===== config.mk =====
export PLATFORM = sky130hd
export DESIGN_NAME = hart_sched_flat
export DESIGN_NICKNAME = d
export VERILOG_FILES = /design/src/rtl/hart_sched_pkg.sv /design/src/rtl/hart_sched_if.sv /design/src/rtl/hart_sched_rr_pick.sv /design/src/rtl/hart_sched.sv /design/src/flat_wrapper.sv
export SDC_FILE = /design/constraint.sdc
export NUM_CORES = 1
export LEC_CHECK = 0
export BUFFER_PORTS_ARGS = -buffer_cell sky130_fd_sc_hd__buf_2
export CAP_MARGIN = 10
export CORE_MARGIN = 2
export CORE_UTILIZATION = 40
export DETAILED_ROUTE_END_ITERATION = 8
export MAX_ROUTING_LAYER = met4
export PLACE_DENSITY_LB_ADDON = 0.3
export SLEW_MARGIN = 20
export SYNTH_ARGS = -nofsm -noshare
export SYNTH_HDL_FRONTEND = slang
export SYNTH_SLANG_ARGS = --single-unit
export TNS_END_PERCENT = 1

===== constraint.sdc =====
create_clock -name clk -period 2.75 [get_ports clk]
set_input_delay 0.1375 -clock clk [delete_from_list [all_inputs] [get_ports clk]]
set_output_delay 0.1375 -clock clk [all_outputs]
set_load 0.05 [all_outputs]

===== src/rtl/hart_sched_pkg.sv =====
// Shared constants, state encodings and enable levels for the fetch-stage hart scheduler.
package hart_sched_pkg;

  localparam int unsigned HART_NUM  = 4;
  localparam int unsigned HART_ID_W = 2;
  localparam int unsigned CNT_W     = 32;

  localparam logic ENABLE  = 1'b1;
  localparam logic DISABLE = 1'b0;

  typedef enum logic [1:0] {
    HART_IDLE = 2'b00,
    HART_RUN  = 2'b01,
    HART_MISS = 2'b10
  } hart_state_e;

endpackage


===== src/rtl/hart_sched_if.sv =====
// Bundle between hart control / I-cache miss path / IF stage and the scheduler.
interface hart_sched_if #(
  parameter int unsigned HART_NUM  = hart_sched_pkg::HART_NUM,
  parameter int unsigned HART_ID_W = hart_sched_pkg::HART_ID_W
);

  logic                 stall;
  logic [HART_NUM-1:0]  hart_act;
  logic                 cache_miss;
  logic [HART_ID_W-1:0] cm_hart_id;
  logic                 refill_done;
  logic [HART_ID_W-1:0] rf_hart_id;
  logic [HART_ID_W-1:0] hart_id;
  logic                 issue_en;
  logic [HART_NUM-1:0]  run_mask;
  logic [HART_NUM-1:0]  miss_mask;

  modport master (
    output stall, hart_act, cache_miss, cm_hart_id, refill_done, rf_hart_id,
    input  hart_id, issue_en, run_mask, miss_mask
  );

  modport slave (
    input  stall, hart_act, cache_miss, cm_hart_id, refill_done, rf_hart_id,
    output hart_id, issue_en, run_mask, miss_mask
  );

endinterface


===== src/rtl/hart_sched_rr_pick.sv =====
// Combinational round-robin find-first: first set request at or after start, wrapping.
module hart_sched_rr_pick #(
  parameter int unsigned N = 4,
  parameter int unsigned W = 2
) (
  input  logic [N-1:0] req,
  input  logic [W-1:0] start,
  output logic [W-1:0] grant_c,
  output logic         found_c
);

  // Walk N positions from start; index arithmetic wraps naturally since N is 2**W.
  always_comb begin
    logic [W-1:0] idx;
    grant_c = '0;
    found_c = 1'b0;
    idx     = '0;
    for (int unsigned k = 0; k < N; k++) begin
      idx = start + W'(k);
      if (!found_c && req[idx]) begin
        grant_c = idx;
        found_c = 1'b1;
      end
    end
  end

endmodule


===== src/rtl/hart_sched.sv =====
// Round-robin fetch hart scheduler with per-hart IDLE/RUN/MISS tracking.
// Optional feature macro: HART_SCHED_STAT_EN adds per-hart 32-bit issue counters (issue_cnt).
module hart_sched
  import hart_sched_pkg::*;
#(
  parameter int unsigned HART_NUM  = hart_sched_pkg::HART_NUM,
  parameter int unsigned HART_ID_W = hart_sched_pkg::HART_ID_W
) (
  input  logic clk,
  input  logic reset_n,
`ifdef HART_SCHED_STAT_EN
  output logic [HART_NUM*CNT_W-1:0] issue_cnt,
`endif
  hart_sched_if.slave bus
);

  logic [HART_NUM-1:0]  miss_oh_c;
  logic [HART_NUM-1:0]  refill_oh_c;
  logic [HART_NUM-1:0]  run_c;
  logic [HART_NUM-1:0]  missing_c;
  logic [HART_NUM-1:0]  elig_c;
  logic [HART_ID_W-1:0] start_c;
  logic [HART_ID_W-1:0] pick_grant_c;
  logic                 pick_found_c;

  logic [HART_ID_W-1:0] hart_id_q, hart_id_d;
  logic                 issue_en_q, issue_en_d;

  // One-hot views of this cycle's miss and refill events.
  always_comb begin
    miss_oh_c   = '0;
    refill_oh_c = '0;
    if (bus.cache_miss)  miss_oh_c   = HART_NUM'(1) << bus.cm_hart_id;
    if (bus.refill_done) refill_oh_c = HART_NUM'(1) << bus.rf_hart_id;
  end

  for (genvar i = 0; i < HART_NUM; i++) begin : g_hart
    localparam hart_state_e RST_ST = (i == 0) ? HART_RUN : HART_IDLE;

    hart_state_e state_q, state_d;

    // Per-hart run-state register; hart 0 comes out of reset already running.
    always_ff @(posedge clk or negedge reset_n) begin
      if (!reset_n) state_q <= RST_ST;
      else          state_q <= state_d;
    end

    // Next state: deactivation dominates, and a same-cycle miss beats a refill.
    always_comb begin
      state_d = state_q;
      if (!bus.hart_act[i]) begin
        state_d = HART_IDLE;
      end else begin
        case (state_q)
          HART_IDLE: state_d = HART_RUN;
          HART_RUN:  if (miss_oh_c[i]) state_d = HART_MISS;
          HART_MISS: if (refill_oh_c[i] && !miss_oh_c[i]) state_d = HART_RUN;
          default:   state_d = HART_IDLE;
        endcase
      end
    end

    assign run_c[i]     = (state_q == HART_RUN);
    assign missing_c[i] = (state_q == HART_MISS);
  end

  // A hart missing right now must not be handed the next fetch slot.
  assign elig_c  = run_c & ~miss_oh_c;
  assign start_c = hart_id_q + HART_ID_W'(1);

  hart_sched_rr_pick #(
    .N (HART_NUM),
    .W (HART_ID_W)
  ) u_rr_pick (
    .req     (elig_c),
    .start   (start_c),
    .grant_c (pick_grant_c),
    .found_c (pick_found_c)
  );

  // Selection advances only when unstalled; with nothing eligible the id is kept.
  always_comb begin
    hart_id_d  = hart_id_q;
    issue_en_d = issue_en_q;
    if (!bus.stall) begin
      issue_en_d = pick_found_c ? ENABLE : DISABLE;
      if (pick_found_c) hart_id_d = pick_grant_c;
    end
  end

  // Selection output registers.
  always_ff @(posedge clk or negedge reset_n) begin
    if (!reset_n) begin
      hart_id_q  <= '0;
      issue_en_q <= DISABLE;
    end else begin
      hart_id_q  <= hart_id_d;
      issue_en_q <= issue_en_d;
    end
  end

  assign bus.hart_id   = hart_id_q;
  assign bus.issue_en  = issue_en_q;
  assign bus.run_mask  = run_c;
  assign bus.miss_mask = missing_c;

`ifdef HART_SCHED_STAT_EN
  for (genvar i = 0; i < HART_NUM; i++) begin : g_stat
    logic [CNT_W-1:0] cnt_q, cnt_d;

    // Count fetches actually consumed: the presented hart on an unstalled edge.
    always_comb begin
      cnt_d = cnt_q;
      if (!bus.stall && issue_en_q && (hart_id_q == HART_ID_W'(i))) cnt_d = cnt_q + CNT_W'(1);
    end

    // Free-running wrap-around issue counter.
    always_ff @(posedge clk or negedge reset_n) begin
      if (!reset_n) cnt_q <= '0;
      else          cnt_q <= cnt_d;
    end

    assign issue_cnt[CNT_W*i +: CNT_W] = cnt_q;
  end
`else
  // Statistics counters are not built in this configuration.
`endif

endmodule


===== src/flat_wrapper.sv =====
// flat-port wrapper written by rule: the top's interface ports become plain ports
module hart_sched_flat import hart_sched_pkg::*;
#(
  parameter int unsigned HART_NUM  = hart_sched_pkg::HART_NUM,
  parameter int unsigned HART_ID_W = hart_sched_pkg::HART_ID_W
)
  (clk, reset_n, bus_stall, bus_hart_act, bus_cache_miss, bus_cm_hart_id, bus_refill_done, bus_rf_hart_id, bus_hart_id, bus_issue_en, bus_run_mask, bus_miss_mask);
  hart_sched_if #(.HART_NUM(HART_NUM), .HART_ID_W(HART_ID_W)) bus_i ();
  input  logic clk;
  input  logic reset_n;
  input wire logic [$bits(bus_i.stall)-1:0] bus_stall;
  input wire logic [$bits(bus_i.hart_act)-1:0] bus_hart_act;
  input wire logic [$bits(bus_i.cache_miss)-1:0] bus_cache_miss;
  input wire logic [$bits(bus_i.cm_hart_id)-1:0] bus_cm_hart_id;
  input wire logic [$bits(bus_i.refill_done)-1:0] bus_refill_done;
  input wire logic [$bits(bus_i.rf_hart_id)-1:0] bus_rf_hart_id;
  output wire logic [$bits(bus_i.hart_id)-1:0] bus_hart_id;
  output wire logic [$bits(bus_i.issue_en)-1:0] bus_issue_en;
  output wire logic [$bits(bus_i.run_mask)-1:0] bus_run_mask;
  output wire logic [$bits(bus_i.miss_mask)-1:0] bus_miss_mask;
  assign bus_i.stall = bus_stall;
  assign bus_i.hart_act = bus_hart_act;
  assign bus_i.cache_miss = bus_cache_miss;
  assign bus_i.cm_hart_id = bus_cm_hart_id;
  assign bus_i.refill_done = bus_refill_done;
  assign bus_i.rf_hart_id = bus_rf_hart_id;
  assign bus_hart_id = bus_i.hart_id;
  assign bus_issue_en = bus_i.issue_en;
  assign bus_run_mask = bus_i.run_mask;
  assign bus_miss_mask = bus_i.miss_mask;
  hart_sched #(.HART_NUM(HART_NUM), .HART_ID_W(HART_ID_W)) u_core (.clk(clk), .reset_n(reset_n), .bus(bus_i));
endmodule

==> run_results.csv, run 1 <==
group,metric,value,unit
sta,hold_viol_final,0,
final_layout,num_antenna_cells,0,
cts,htreeDepth,1,
drt,wl_per_cell,13.2,um
drt,drc_errors,0,
global_route,grt_pass1_wl,3310,um
worst_setup_path,reg2regPathDepth,6,
worst_hold_path,hp-class,"primary input to flip-flop",
global_route,globalRouteOverflowTotal,0,
flow_run,maxCapViolCount,0,
cts,cts-resized-gates,0,
worst_hold_path,hold_end,"u_core.g_hart[3].state_q[0]",
placement,port_buffers,23,
final_layout,fin_util,50.8,%
die,design.core.area,1980,um^2
logic_synthesis,synth_cell_type_count,46,
logic_synthesis,syn_area_per_cell,8.98,um^2
pwr,peakVddDrop,0.342,mV
logic_synthesis,synthXorXnorAreaFrac,1.03,%
sta,period_share,67.1,%
cts,clockBufferDepth,2,
die,num_rows,16,
sta,fin_tns_setup,0,ns
die,io_pins,24,
logic_synthesis,synth_fp_nets,108,
drt,drt_pass1_iterations,4,
worst_hold_path,holdPathStages,2,
sta,finalClockSkew,0.00888,ns
sta,rsz0062_at_grt,"no",
worst_setup_path,r2r_start,"u_core.g_hart[2].state_q[0]",
sta,min_period,1.85,ns
global_route,antenna_found_initial,0,
sta,slew_headroom,67.9,%
pwr,power.leakage,0.450,nW
die,die_area,2520,um^2
drt,first_iter_violations,38,
logic_synthesis,ys_ff_latch,11,
logic_synthesis,netlist_instances,95,
worst_setup_path,worst_setup_path_start_kind,"flip-flop",
worst_setup_path,required,2.92,ns
worst_setup_path,crit_arrival,2.02,ns
drt,drt_wl_total,1920,um
worst_setup_path,ff2ff_setup_slack,0.90,ns
cts,cts.sinks,11,
logic_synthesis,synth_top_flop_cell,"dfrtp_1",
cts,insertion_delay,0.27,ns
logic_synthesis,synth-async-reset-ratio,100,%
placement,place.gp.congestion,0.890,
die,floorplan.die.width,50.2,um
logic_synthesis,yosysWarnings,0,
global_route,grt_max_degree,12,
cts,cts-root-buf,"clkbuf_4",
run_status,status,"finished clean",
worst_hold_path,hp-start,"bus_hart_act[3]",
logic_synthesis,synth_compound_area_share,23.5,%
worst_setup_path,crit_type,"flip-flop to flip-flop",
final_layout,nets,133,
logic_synthesis,ys_seq_area_share,32.4,%
worst_setup_path,critPathMaxFanout,6,
sta,setup_viol,0,
cts,clk_pin_slew,0.08,ns
die,start_util,43.1,%
worst_setup_path,worstReg2RegEnd,"u_core.bus.hart_id[0]",
worst_setup_path,cp-end-kind,"flip-flop",
logic_synthesis,synth_top_family_by_area,"simple AND/OR/NAND/NOR gates",
drt,postRouteAntennaNets,0,
final_layout,final_layout_size_suffix_gt1_share,31.1,%
drt,vias,813,
drt,detail_route.vias_per_cell,5.57,
global_route,grt_usage,17.9,%
sta,fmaxAchievable,542,MHz
final_layout,syn_to_final_growth,17.9,%
die,die_h,50.2,um
logic_synthesis,synthSimpleGateAreaFrac,31.8,%
logic_synthesis,synth_area,853,um^2
global_route,first_global_vias,753,
cts,cts_buffers,3,
pwr,power_density,634,nW/um^2
placement,dp_hpwl,1500,um
sta,worst_pin_slew,0.478,ns
cts,cts_tree,"built",
logic_synthesis,muxShareOfSynthArea,5.57,%
logic_synthesis,synth_edf_count,0,
sta,drv_slew,0,
logic_synthesis,synth_adder_area_share,0,%
==> synth_stat cells (2+ instances only) <==
| cell | count | area (um^2) |
|---|---|---|
| nand3_1 | 2 | 10.0 |
| a21oi_1 | 5 | 25.0 |
| and2_1 | 3 | 18.8 |
| buf_6 | 2 | 22.5 |
| nor4_1 | 3 | 18.8 |
| nor2_1 | 5 | 18.8 |
| o21a_1 | 4 | 30.0 |
| o22ai_1 | 2 | 12.5 |
| nor3_1 | 2 | 10.0 |
| dfrtp_1 | 10 | 250 |
| nor3b_1 | 3 | 22.5 |
| inv_1 | 3 | 11.3 |
| nand2_1 | 9 | 33.8 |
| nor2b_1 | 6 | 37.5 |
| o21ai_0 | 2 | 10.0 |
| o31ai_1 | 3 | 22.5 |
| and2b_2 | 2 | 17.5 |
==> layer usage <==
metal | vias to the layer above | share of wire, % | GRT usage [%]
li1 | 404 | - | -
met1 | 375 | 43 | 22.3
met2 | 32 | 50 | 28.1
met3 | 2 | 6.1 | 4.76
met4 | 0 | 0.68 | 6.02
met5 | - | 0 | -
==> critical path, cell delays in order (launching register included) <==
cell,delay [ns]
dfrtp_1,0.40
or2b_2,0.34
clkinv_1,0.09
nand2b_4,0.06
o2111a_2,0.29
or3_1,0.35
o31ai_1,0.22
==> metrics by stage <==
| stage | worst slack, ns | cells | total power, W | hold WS, ns | area [um^2] |
|---|---|---|---|---|---|
| after floorplan | 0.811 | 95 | 0.000472 | -0.158 | 853 |
| after global placement | 0.969 | 141 | 0.000527 | 0.0267 | 968 |
| after detailed placement | 0.920 | 141 | 0.000531 | 0.0300 | 968 |
| after CTS | 0.898 | 146 | 0.000649 | 0.0762 | 1010 |
| after global routing | 0.737 | 146 | 0.000684 | 0.0789 | 1010 |
| final | 0.904 | 146 | 0.000638 | 0.0808 | 1010 |
==> state kept, by name (all words and copies together), names as in the netlist <==
register / cells
u_core.bus.issue_en: 1
u_core.g_hart.state_q: 8
u_core.bus.hart_id: 2
==> where the power goes <==
group | internal, W | switching, W | total, W
clock | 0.0000538 | 0.0000564 | 0.000110
sequential | 0.000187 | 0.0000488 | 0.000236
combinational | 0.000110 | 0.000182 | 0.000292
==> logic make-up (layout without fill, tap and decap cells) <==
group	Yosys count	after routing
flops	11	11
compound gates	27	27
buf+inv	8	32
xor+xnor	1	1
simple gates	45	45
mux	3	3
==> what timing repair did <==
action	CTS	global route
hold buffers	1	0
hold endpoints to repair	11	0
setup endpoints to repair	0	0
setup buffers	0	0
==> worst max path at each step <==
stage | slack (ns) | from | to | cells after the start
finish | 0.90 | u_core.g_hart[2].state_q[0] | u_core.bus.hart_id[0] | 6
global route | 0.74 | u_core.g_hart[2].state_q[0] | u_core.bus.hart_id[1] | 6
CTS | 0.90 | u_core.g_hart[2].state_q[0] | u_core.bus.hart_id[1] | 6
detailed placement | 0.92 | u_core.g_hart[2].state_q[0] | u_core.bus.hart_id[1] | 6
global placement | 0.97 | u_core.g_hart[1].state_q[1] | u_core.bus.hart_id[1] | 5
floorplan | 0.81 | u_core.g_hart[2].state_q[0] | u_core.bus.hart_id[0] | 6
==> placed cells by master (no fill, tap or decap), types with 4 or more instances in the layout <==
| cell type | synthesis | final |
|---|---|---|
| nor2b_1 | 6 | 6 |
| dfrtp_1 | 10 | 10 |
| o21a_1 | 4 | 4 |
| a21oi_1 | 5 | 5 |
| nor2_1 | 5 | 5 |
| buf_2 | 0 | 23 |
| nand2_1 | 9 | 9 |
==> final cells by class <==
class,count,area [um^2]
Inverter,4,15.0
Clock inverter,1,5.00
Tap cell,27,33.8
Multi-Input combinational cell,76,528
Fill cell,200,976
Sequential cell,11,277
Clock buffer,3,22.5
Timing Repair Buffer,24,125
Power figures use the tool's default switching activity.
==> inputs of run 2 (changes only) <==
Settings changed: ABC_AREA from default to 1.
Clock period 2.75 ns to 1.6 ns, I/O delays scaled along.
==> run_results.csv, run 2 <==
group,metric,value,unit
global_route,globalRouteOverflowTotal,0,
cts,cts-root-buf,"clkbuf_4",
pwr,power.leakage,0.581,nW
drt,drt_wl_total,1930,um
die,io_pins,24,
drt,postRouteAntennaNets,0,
placement,place.gp.congestion,0.878,
cts,clk_pin_slew,0.08,ns
sta,drv_slew,0,
placement,port_buffers,23,
final_layout,nets,166,
worst_setup_path,startpoint,"u_core.g_hart[0].state_q[0]",
final_layout,layout_commonest_cell,"buf_2",
logic_synthesis,syn_area_per_cell,7.06,um^2
worst_setup_path,worstReg2RegEnd,"u_core.bus.hart_id[0]",
worst_setup_path,cp-endpoint,"u_core.bus.hart_id[0]",
sta,period_share,92.2,%
logic_synthesis,synthTopCellsByArea,"dfrtp_1, nand3_1, inv_1",
pwr,peakVddDrop,1.17,mV
final_layout,fin_util,53.0,%
sta,hold_viol_final,0,
final_layout,final_layout_size_suffix_gt1_share,30.9,%
sta,rsz0062_at_grt,"no",
worst_setup_path,cp-end-kind,"flip-flop",
final_layout,top_register,"u_core.g_hart.state_q",
logic_synthesis,ys_ff_latch,11,
logic_synthesis,synth_cell_type_count,19,
cts,htreeDepth,1,
die,design.core.area,2020,um^2
logic_synthesis,synth_area,876,um^2
sta,fin_tns_setup,0,ns
drt,first_iter_violations,12,
worst_setup_path,ff2ff_setup_slack,0.13,ns
drt,drc_errors,0,
worst_setup_path,critPathMaxFanout,3,
logic_synthesis,synth_edf_count,0,
worst_setup_path,crit_arrival,1.68,ns
cts,cts.sinks,11,
worst_setup_path,required,1.81,ns
cts,insertion_delay,0.27,ns
worst_hold_path,hp-class,"primary input to flip-flop",
pwr,power_density,2250,nW/um^2
final_layout,syn_to_final_growth,22.3,%
final_layout,layout_common_cells,"buf_2, nand3_1, inv_1",
global_route,grt_usage,15.7,%
logic_synthesis,ys_top_cells_by_count,"nand3_1, inv_1, nand2_1",
worst_setup_path,reg2regPathDepth,10,
drt,detail_route.vias_per_cell,5.04,
sta,finalClockSkew,0.00451,ns
cts,clockBufferDepth,2,
worst_setup_path,worst_setup_path_start_kind,"flip-flop",
die,floorplan.die.width,50.8,um
logic_synthesis,synth_fp_nets,137,
logic_synthesis,yosys.area.top_type,"dfrtp_1",
logic_synthesis,post-synth-top-count-cell,"nand3_1",
flow_run,maxCapViolCount,0,
global_route,first_global_vias,703,
sta,setup_viol,0,
cts,cts_buffers,3,
final_layout,largest_reg_flops,8,
cts,cts_tree,"built",
drt,vias,902,
sta,fmaxAchievable,678,MHz
logic_synthesis,netlist_instances,124,
logic_synthesis,synth-async-reset-ratio,100,%
placement,dp_hpwl,1510,um
worst_setup_path,r2r_start,"u_core.g_hart[0].state_q[0]",
logic_synthesis,yosysWarnings,0,
run_status,status,"finished clean",
drt,drt_pass1_iterations,4,
worst_setup_path,crit_type,"flip-flop to flip-flop",
logic_synthesis,synth.top_cell.area_share,28.6,%
die,start_util,43.3,%
global_route,grt_pass1_wl,2950,um
logic_synthesis,ys_seq_area_share,31.6,%
final_layout,num_antenna_cells,0,
die,num_rows,16,
sta,slew_headroom,81.9,%
logic_synthesis,synth_top_flop_cell,"dfrtp_1",
sta,min_period,1.47,ns
die,die_area,2580,um^2
sta,worst_pin_slew,0.272,ns
die,die_h,50.8,um
drt,wl_per_cell,10.8,um
global_route,grt_max_degree,12,
global_route,antenna_found_initial,0,
[run 2: cell count changes after synthesis, moves of 4 or more]
cell     delta
nor2b_1     -6
nor2_1      +6
inv_1      +19
o21a_1      -4
nand3_1    +22
nand4_1     +6
nand2_1    +12
[run 2: routing by layer]
metal	routed length, um	vias to the layer above	GRT usage [%]
met1	910	414	20.5
met2	939	16	24.8
met5	0	-	-
li1	-	468	-
met3	53	4	1.79
met4	23	0	6.76
[run 2: worst min-delay path by stage]
stage | startpoint | to | slack, ns | cells after the start
floorplan | reset_n | u_core.bus.hart_id[0] | -0.22 | 0
global placement | reset_n | u_core.g_hart[1].state_q[1] | -0.03 | 1
detailed placement | reset_n | u_core.g_hart[1].state_q[1] | -0.03 | 1
CTS | bus_hart_act[0] | u_core.g_hart[0].state_q[1] | 0.08 | 3
global route | bus_hart_act[0] | u_core.g_hart[0].state_q[1] | 0.09 | 3
finish | bus_hart_act[0] | u_core.g_hart[0].state_q[1] | 0.08 | 3
[run 2: power by group]
part,leakage (nW),internal [W],switching [W],total (W)
sequential,0.134,0.000404,0.000166,0.000571
combinational,0.432,0.000527,0.00112,0.00165
clock,0.0150,0.0000965,0.000100,0.000197
[run 2: kinds of logic after synthesis]
logic type | after synthesis | share of synthesized area [%]
AOI/OAI and AO/OA | 14 | 8.57
and+or+nand+nor | 73 | 42.6
buffers and inverters | 24 | 12.3
DFF | 11 | 31.6
xor gates and xnor gates | 2 | 5.00
[run 2: cell type report]
cell class	instances	area, um^2
clock buffer	4	26.3
fill	212	951
inverter	22	82.6
multi-input combinational	89	509
sequential	11	279
tap	27	33.8
timing repair buffer	26	140
[run 2: worst max-delay path: stages, from the launching register on]
cell and delay, ns:
dfstp_2 0.55, inv_2 0.05, nor2_4 0.13, nand3_1 0.13
nand3_2 0.10, nand2_2 0.07, nand3_2 0.10, nand2_2 0.07
nor2_1 0.10, nand2_1 0.06, nand2_1 0.06
[run 2: per-stage QoR]
| stage | cell area, um^2 | hold slack (ns) | cells | total power (W) | worst slack (ns) |
|---|---|---|---|---|---|
| after global routing | 1070 | 0.0923 | 179 | 0.00262 | 0.000283 |
| after CTS | 1040 | 0.0797 | 177 | 0.00237 | 0.0849 |
| after detailed placement | 1010 | -0.0288 | 172 | 0.00216 | 0.115 |
| after floorplan | 883 | -0.216 | 124 | 0.00192 | 0.0118 |
| final | 1070 | 0.0831 | 179 | 0.00241 | 0.125 |
| after global placement | 1010 | -0.0336 | 172 | 0.00215 | 0.145 |
[run 2: timing repair]
item,in CTS,in global routing
endpoints found under the hold margin,11,0
resized for setup,0,5
buffers inserted,0,2
hold buffers,1,0
endpoints found under the setup margin,0,2
